### config.mk
export PLATFORM = sky130hd
export DESIGN_NAME = mac_window_sequencer
export DESIGN_NICKNAME = d
export VERILOG_FILES = /design/src/rtl/mac_window_sequencer.sv
export SDC_FILE = /design/constraint.sdc
export NUM_CORES = 1
export LEC_CHECK = 0
export ABC_CLOCK_PERIOD_IN_PS = 3850
export BUFFER_PORTS_ARGS = -buffer_cell sky130_fd_sc_hd__buf_2
export CAP_MARGIN = 40
export CORE_MARGIN = 2
export CORE_UTILIZATION = 40
export CTS_BUF_LIST = sky130_fd_sc_hd__clkbuf_4 sky130_fd_sc_hd__clkbuf_8
export DETAILED_ROUTE_END_ITERATION = 12
export GPL_TIMING_DRIVEN = 0
export PLACE_DENSITY = 0.67
export SKIP_LAST_GASP = 1
export SLEW_MARGIN = 30
export SYNTH_ARGS = -nofsm -noshare
export SYNTH_HDL_FRONTEND = slang
export SYNTH_SLANG_ARGS = --single-unit
### constraint.sdc
create_clock -name clk_i -period 3.85 [get_ports clk_i]
set_input_delay 0.77 -clock clk_i [delete_from_list [all_inputs] [get_ports clk_i]]
set_output_delay 0.77 -clock clk_i [all_outputs]
set_load 0.005 [all_outputs]
### src/rtl/mac_window_sequencer.sv
`default_nettype none
// +--------------------------------------------------------------------------+
// | mac_window_sequencer                                                     |
// | Drives one MAC over N windows of K taps, collects biased window results. |
// | Rev 1.0                                                                  |
// +--------------------------------------------------------------------------+
module mac_window_sequencer #(
  parameter int INPUT_BIT_RESOLUTION  = 8,
  parameter int OUTPUT_BIT_RESOLUTION = 32,
  parameter int KERNEL_SIZE           = 9,
  parameter int ADDR_W                = 10,
  parameter int WIN_CNT_W             = 16
) (
  input  logic                             clk_i,
  input  logic                             rst_ni,
  input  logic                             start_i,
  input  logic [WIN_CNT_W-1:0]             num_windows_i,
  input  logic [ADDR_W-1:0]                fin_base_i,
  input  logic [OUTPUT_BIT_RESOLUTION-1:0] bias_i,
  output logic                             busy_o,
  output logic                             done_o,
  output logic                             err_o,
  output logic [ADDR_W-1:0]                fin_addr_o,
  output logic                             fin_rd_o,
  input  logic [INPUT_BIT_RESOLUTION-1:0]  fin_data_i,
  output logic [ADDR_W-1:0]                ker_addr_o,
  output logic                             ker_rd_o,
  input  logic [INPUT_BIT_RESOLUTION-1:0]  ker_data_i,
  output logic                             mac_valid_o,
  output logic [INPUT_BIT_RESOLUTION-1:0]  mac_fin_o,
  output logic [INPUT_BIT_RESOLUTION-1:0]  mac_kernel_o,
  output logic [OUTPUT_BIT_RESOLUTION-1:0] mac_bias_o,
  input  logic                             mac_valid_i,
  input  logic [OUTPUT_BIT_RESOLUTION-1:0] mac_data_i,
  output logic                             mac_ready_o,
  output logic                             res_valid_o,
  output logic [OUTPUT_BIT_RESOLUTION-1:0] res_data_o,
  input  logic                             res_ready_i
);

  localparam int                c_TAP_W    = (KERNEL_SIZE > 1) ? $clog2(KERNEL_SIZE) : 1;
  localparam logic [c_TAP_W-1:0] c_LAST_TAP = c_TAP_W'(KERNEL_SIZE - 1);
  localparam logic [ADDR_W-1:0]  c_K_ADDR   = ADDR_W'(KERNEL_SIZE);

  typedef enum logic [2:0] {
    S_IDLE     = 3'd0,
    S_WAIT_OUT = 3'd1,
    S_LEAD     = 3'd2,
    S_STREAM   = 3'd3,
    S_CLOSE    = 3'd4,
    S_CAPTURE  = 3'd5,
    S_DONE     = 3'd6
  } state_t;

  state_t                           r_state;
  state_t                           w_state_nxt;
  logic [c_TAP_W-1:0]               r_tap;
  logic [WIN_CNT_W-1:0]             r_win;
  logic [WIN_CNT_W-1:0]             r_num;
  logic [ADDR_W-1:0]                r_win_base;
  logic [OUTPUT_BIT_RESOLUTION-1:0] r_bias;
  logic                             r_res_valid;
  logic [OUTPUT_BIT_RESOLUTION-1:0] r_res_data;
  logic                             r_err;

  logic [WIN_CNT_W-1:0]             w_win_inc;
  logic                             w_last_win;
  logic                             w_out_blocked;
  logic                             w_pop;
  logic [ADDR_W-1:0]                w_next_tap;

  assign w_win_inc     = r_win + 1'b1;
  assign w_last_win    = (w_win_inc >= r_num);
  assign w_out_blocked = r_res_valid && !res_ready_i;
  assign w_pop         = r_res_valid && res_ready_i;
  assign w_next_tap    = ADDR_W'(r_tap) + 1'b1;

  assign err_o       = r_err;
  assign mac_bias_o  = r_bias;
  assign res_valid_o = r_res_valid;
  assign res_data_o  = r_res_data;

  always_ff @(posedge clk_i or negedge rst_ni) begin
    if (!rst_ni) begin
      r_state <= S_IDLE;
    end else begin
      r_state <= w_state_nxt;
    end
  end

  always_comb begin
    w_state_nxt  = r_state;
    busy_o       = 1'b1;
    done_o       = 1'b0;
    mac_valid_o  = 1'b0;
    mac_ready_o  = 1'b0;
    mac_fin_o    = '0;
    mac_kernel_o = '0;
    fin_rd_o     = 1'b0;
    ker_rd_o     = 1'b0;
    fin_addr_o   = '0;
    ker_addr_o   = '0;
    case (r_state)
      S_IDLE: begin
        busy_o = 1'b0;
        if (start_i) begin
          w_state_nxt = (num_windows_i == '0) ? S_DONE : S_WAIT_OUT;
        end
      end
      S_WAIT_OUT: begin
        if (!w_out_blocked) begin
          w_state_nxt = S_LEAD;
        end
      end
      S_LEAD: begin
        // The MAC drops the first pair of each burst, so operands stay zero here.
        mac_valid_o = 1'b1;
        fin_rd_o    = 1'b1;
        ker_rd_o    = 1'b1;
        fin_addr_o  = r_win_base;
        w_state_nxt = S_STREAM;
      end
      S_STREAM: begin
        mac_valid_o  = 1'b1;
        mac_fin_o    = fin_data_i;
        mac_kernel_o = ker_data_i;
        if (r_tap == c_LAST_TAP) begin
          w_state_nxt = S_CLOSE;
        end else begin
          fin_rd_o   = 1'b1;
          ker_rd_o   = 1'b1;
          fin_addr_o = r_win_base + w_next_tap;
          ker_addr_o = w_next_tap;
        end
      end
      S_CLOSE: begin
        w_state_nxt = S_CAPTURE;
      end
      S_CAPTURE: begin
        mac_ready_o = 1'b1;
        w_state_nxt = w_last_win ? S_DONE : S_WAIT_OUT;
      end
      S_DONE: begin
        done_o      = 1'b1;
        w_state_nxt = S_IDLE;
      end
      default: begin
        w_state_nxt = S_IDLE;
      end
    endcase
  end

  always_ff @(posedge clk_i or negedge rst_ni) begin
    if (!rst_ni) begin
      r_tap      <= '0;
      r_win      <= '0;
      r_num      <= '0;
      r_win_base <= '0;
      r_bias     <= '0;
      r_err      <= 1'b0;
    end else begin
      case (r_state)
        S_IDLE: begin
          if (start_i) begin
            r_num      <= num_windows_i;
            r_win_base <= fin_base_i;
            r_bias     <= bias_i;
            r_win      <= '0;
            r_err      <= 1'b0;
          end
        end
        S_LEAD: begin
          r_tap <= '0;
        end
        S_STREAM: begin
          if (r_tap != c_LAST_TAP) begin
            r_tap <= r_tap + 1'b1;
          end
        end
        S_CAPTURE: begin
          // A missing result still consumes its window slot.
          r_win      <= w_win_inc;
          r_win_base <= r_win_base + c_K_ADDR;
          if (!mac_valid_i) begin
            r_err <= 1'b1;
          end
        end
        default: begin
        end
      endcase
    end
  end

  // WAIT_OUT only releases once the entry is free or leaving, so capture never overwrites.
  always_ff @(posedge clk_i or negedge rst_ni) begin
    if (!rst_ni) begin
      r_res_valid <= 1'b0;
      r_res_data  <= '0;
    end else if ((r_state == S_CAPTURE) && mac_valid_i) begin
      r_res_valid <= 1'b1;
      r_res_data  <= mac_data_i;
    end else if (w_pop) begin
      r_res_valid <= 1'b0;
    end
  end

endmodule
`default_nettype wire

# ---- Word-level counts from Yosys, hierarchy flattened
# Index checks and enable logic that the tools add are counted.
dict set report word_totals {
  mem_bits_ro 0
  ram_bits 0
  latch_bits 0
  out_inout_bits 108
  ff_bits 115
  wordCells 72
  memories 0
  inputBits 111
}
dict set report op_classes {
  n_mux 29
  n_mul 0
  order_cmp 1
  reduce_logical 15
  shift 0
  eq_ne 13
  bitwise 0
  n_addsub 5
  n_div 0
}
# operator count
set op_table {}
lappend op_table {{case mux 10 bit (2 select lines)} 2}
lappend op_table {{case mux 16 bit (2 select lines)} 1}
lappend op_table {{2-to-1 mux 10 bit} 2}
lappend op_table {{case mux 3 bit (6 select lines)} 1}
lappend op_table {{adder 16 x 1 -> 16 bit, second input constant} 1}
lappend op_table {{>= comparator 16 bit} 1}
lappend op_table {{zero test 16 bit} 1}
lappend op_table {{2-to-1 mux 16 bit} 1}
lappend op_table {{2-to-1 mux 8 bit} 2}
lappend op_table {{2-to-1 mux 3 bit} 5}
lappend op_table {{adder 10 x 4 -> 10 bit, second input constant} 1}
lappend op_table {{adder 10 x 5 -> 10 bit} 1}
lappend op_table {{2-to-1 mux 5 bit} 2}
lappend op_table {{!= test 2 bit, second input constant} 5}
lappend op_table {{equality test 3 bit, second input constant} 3}
lappend op_table {{2-to-1 mux 1 bit} 9}
lappend op_table {{case mux 4 bit (2 select lines)} 1}
lappend op_table {{equality test 3 x 2 -> 1 bit, second input constant} 2}
lappend op_table {{AND reduction 2 bit} 3}
lappend op_table {{AND reduction 3 bit} 2}
lappend op_table {{nonzero test 2 bit} 3}
lappend op_table {{adder 4 x 1 -> 5 bit, second input constant} 1}
lappend op_table {{adder 4 x 1 -> 4 bit, second input constant} 1}
lappend op_table {{equality test 4 bit, second input constant} 1}
lappend op_table {{8 further kinds} 11}

# ---- Depth between registers and ports, before layout
dict set report logic_depth {
  ltp_word 4
  mapped_depth 11
  depth_no_buf 10
}

# ---- Worst setup path before layout
# Ideal clock, no wire load.
dict set report synth_path {
  kind {register to output}
  start {reg r_tap[0]}
  end {out fin_addr_o[8]}
  required_time_ns 3.080
  arrival_time_ns 2.144
  stages_incl_launch_ff 10
  path_slack_ns 0.936
  n_path_buf 0
  path_cell_list {dfrtp_1 inv_1 ha_1 inv_1 fa_1 nor2b_1 o21ai_0 a21o_1 or4_1 a31oi_1}
}
dict set report synth_between {
  elab_chain_cells 4
  elab_cells_between_ends 5
  classes_between {2 x add/sub; 1 x eq/ne; 2 x mux}
}
# item line
set synth_rtl {}
lappend synth_rtl {{start: declaration} 57} ;# logic [c_TAP_W-1:0] r_tap;
lappend synth_rtl {{start signal: assignment} 177} ;# r_tap <= r_tap + 1'b1;
lappend synth_rtl {{adder 4 x 1 -> 5 bit} 76} ;# assign w_next_tap = ADDR_W'(r_tap) + 1'b1;
lappend synth_rtl {{adder 10 x 5 -> 10 bit} 132} ;# fin_addr_o = r_win_base + w_next_tap;
lappend synth_rtl {{2-to-1 mux 10 bit (*)} 127} ;# if (r_tap == c_LAST_TAP) begin
lappend synth_rtl {{case mux 10 bit (2 select lines) (*)} 103} ;# case (r_state)
lappend synth_rtl {{end: declaration} 23} ;# output logic [ADDR_W-1:0] fin_addr_o,
# Mark *: on every way between the ends. The rest lies on a longest branch, timed or not.

# ---- Final worst setup path
# Same ends and word-level chain as after synthesis.

==> results list <==
- The run finished with clean final reports.
- Of the post-synthesis cell area, the dominant cell type holds 0.482.
* Leading cell type in the layout, fill and taps excluded: buf_2
* Relative contribution of combinational cells to total power: 0.416
* Width of the die: 126 µm
* Fillcell total: 1400
- The first global-routing pass estimated 25200 µm of wire.
* Commonest cells after routing, fill and taps aside: buf_2 (232), nand2_1 (157), dfrtp_1 (115)
- Maximum number of buffers from clock root to sink: 2
- The congestion estimate from routability-driven global placement came to 0.842.
- Detailed-route via count: 5322
* Cell at the root of the clock tree: clkbuf_8
* Synth warn: 0
- In this run the number of H-tree levels came out at 4.
* Setup Skew: 8.11 ps
* Largest area contributor in the netlist: dfrtp_1
* Internal power component: 3.54 mW
- Detailed-route wire length: 15400 µm
- Setup repair after global routing missed its margin: no
- Dividing the detail-routed via count by the number of cells gives 4.96.
* Sequential cell fraction of total power: 0.364
* EDFF count, synth: 0
* Post-synthesis instance total: 639
- Detailed-routing iteration count for the pre-antenna-repair pass: 7
- At the placement stage, the worst setup path has a slack of 631 ps.
- Routed len/inst: 14.4 µm
* Proportion of power drawn by the clock network: 0.220
* Final core utilization: 0.534
- Antenna violation net count after detailed routing: 0
- DRC: 0
- Proportion of total power due to net switching: 0.368
- Row generation in the floorplan step produced 44 rows.
- The initial utilization of the core area, before any placement, comes to 0.411.
- Input/output buffers: 213
* Final-report hold violation count: 0
- Starting DRT DRC Count: 210
- The die covers 0.0159 mm².
- Summed over all nets, the switching power comes to 2.06 mW.
- Standby leakage power: 4.21 nW
- Summed over all nets, the half-perimeter wirelength after detailed placement is 11800 µm.
- Count of max-cap constraint violations: 0
- At the end of the flow, the number of nets in the layout was 1013.
* Number of flip-flops and latches in the synthesized netlist: 115
- Subtracting the final worst setup slack from the clock period gives 3590 ps.
- Maximum clock rate: 278 MHz
- In this run, distinct cell masters in the synthesized netlist total 56.
- In the final layout, the multi-input gates occupy 0.00279 mm².
* Most instantiated flip-flop cell in the synthesis netlist: dfrtp_1
- Required time of the worst setup path: 3080 ps
- Type of the setup path with the least slack: reg -> out
* Hold_buf cts: 0
- The die is 126 µm tall.
- At the worst endpoint, the arrival time is 2820 ps.
* Number of endpoints failing setup at the final stage: 0
* Worst rel slew slack: 0.602
- Startpoint of the most critical register-to-register path: r_win[0]
* Sequential cell area: 0.00288 mm²
- Mean instance size in the synthesized netlist: 9.34 µm²
- For this design the ratio of total power to cell area is 723 mW/mm².
- End of the worst register-to-register path: r_state[1]
- Launching element type of the critical path: flop
- In this run the worst hold path is classified as in -> async.
- Entering global routing, the biggest net connects 83 pins.
- The tree built by TritonCTS fans out to 115 sinks.
* Share of final-layout standard cells stronger than drive strength 1: 0.352
* Max-slew violation count: 0
- Across every metal layer, demand over resource in global routing totals 0.198.
- Compared with the post-synthesis result, the final layout area differs by 30.0%.
- Slack of the worst reg-to-reg path: 630 ps
- In this run the cell area of the synthesized design comes to 0.00597 mm².
- Kind of end point of the critical path: output port
- In the finished design, the share of the clock period the worst path needs comes to 0.933.
* Core box area: 0.0145 mm²
- Total congestion overflow after global routing: 0
- Setup slack of the critical path after layout: 257 ps
- Depth of the most critical reg-to-reg path: 11
- Across the VDD grid, the largest voltage drop is 0.384 mV.
- At the pin with the least slew margin, the transition time is 595 ps.
* Clock latency at the later pin of the worst-skew pair: 430 ps
* Cells taking the most area after synthesis: dfrtp_1 (48%), nand2_1 (9.9%), mux2_2 (5.7%)
- 219 I/O pins were placed.
- TritonCTS built the clock tree.
- After synthesis, the share of flip-flops with an asynchronous set or reset is 1.00.
- Clock-pin slew was measured on the worst setup and hold paths at 70 ps.
- The via count of the first global-routing pass was 5054.
- The number of antenna violations at the first check in global routing came to 1.
- Number of buffers created by CTS: 17
- The share of the Yosys chip area taken by registers is 0.482.
- Sum of negative setup slack: 0 ps
- Along the worst path, the maximum fanout reaches 5.
==> power by group through the flow <==
stage	Combinational, mW	Clock (mW)	Sequential [mW]
floorplan	1.39	0	2.05
global placement	2.31	0	2.04
detailed placement	2.37	0	2.05
CTS	2.37	1.27	2.04
global route	2.66	1.32	2.12
finish	2.33	1.24	2.04
==> kinds of logic (layout without fill, tap and decap cells) <==
kind of cell               count (synthesis)  in the layout  synth area share
buffers and inverters                     68            314            0.0532
adders and majority gates                 26             26            0.0558
other                                      1              6          0.000628
and+or+nand+nor                          273            273             0.210
muxes                                     32             32            0.0604
xor gates and xnor gates                  18             18            0.0264
DFF                                      115            115             0.482
AOI/OAI and AO/OA                        106            106             0.111
==> per-stage QoR <==
step / power, mW / area (µm²) / hold WS (ps) / std cells
2_1_floorplan: 3.44 / 5980 / 450 / 643
3_3_place_gp: 4.35 / 7280 / 452 / 1040
3_5_place_dp: 4.42 / 7320 / 456 / 1041
4_1_cts: 5.68 / 7760 / 176 / 1073
5_1_grt: 6.10 / 7760 / 190 / 1074
6_report: 5.61 / 7760 / 199 / 1074
==> per-layer routing <==
metal / part of all wire / GRT usage / wire length (µm) / vias to the layer above
li1: - / - / - / 2631
met1: 0.43 / 0.257 / 6630 / 2490
met2: 0.49 / 0.328 / 7550 / 186
met3: 0.064 / 0.0433 / 985 / 15
met4: 0.016 / 0.0743 / 246 / 0
met5: 0 / 0 / 0 / -
==> critical path: stages (launching register included) <==
cell     delay, ps
dfrtp_1        400
inv_1           90
ha_1           300
inv_1           90
fa_2           380
nor2b_1        110
o21ai_0        110
a21o_1         210
or4_1          390
a31oi_1        170
buf_2          140
==> synthesized netlist by cell type, drive strengths merged (4+ instances only) <==
library cell  count
nand2           158
and3              4
nor3              4
o21a              4
a21oi            14
buf              29
clkbuf            8
ha               25
nor2             29
a211oi            7
inv              31
xnor2             8
o21ai            45
a21o              7
o31ai             4
mux2             32
dfrtp           115
nand3            25
xor2             10
nor4              5
a31oi             5
and2             21
nand4             8
==> layout make-up <==
class / instances / area share
plain buffers: 37 / 0.0260
diodes: 1 / 0.000322
inverters: 31 / 0.0150
multi-input cells: 460 / 0.360
repair buffers: 214 / 0.142
clock buffers: 19 / 0.0329
flip-flops and latches: 115 / 0.371
well taps: 184 / 0.0297
clock inverters: 13 / 0.0237
==> flip-flops by register name, summed over array words and instances, names as in the netlist <==
name         count
err_o            1
mac_bias_o      32
r_num           16
r_state          3
r_tap            4
r_win           16
r_win_base      10
res_data_o      32
res_valid_o      1
==> repair_timing <==
item                       in CTS  in global routing
setup endpoints to repair       0                  1
hold endpoints to repair        0                  0
buffers inserted                0                  0
resized for setup               0                  1
==> worst max-delay path by stage <==
stage,cells past startpoint,end,slack [ps],from
2_1_floorplan,9,fin_addr_o[8],940,r_tap[0]
3_3_place_gp,1,mac_bias_o[10],490,rst_ni
3_5_place_dp,10,fin_addr_o[8],630,r_tap[0]
4_1_cts,10,fin_addr_o[8],150,r_tap[0]
5_1_grt,9,fin_addr_o[5],20,r_tap[0]
6_report,10,fin_addr_o[8],260,r_tap[0]
No activity file was read; power rests on OpenSTA's default activity.
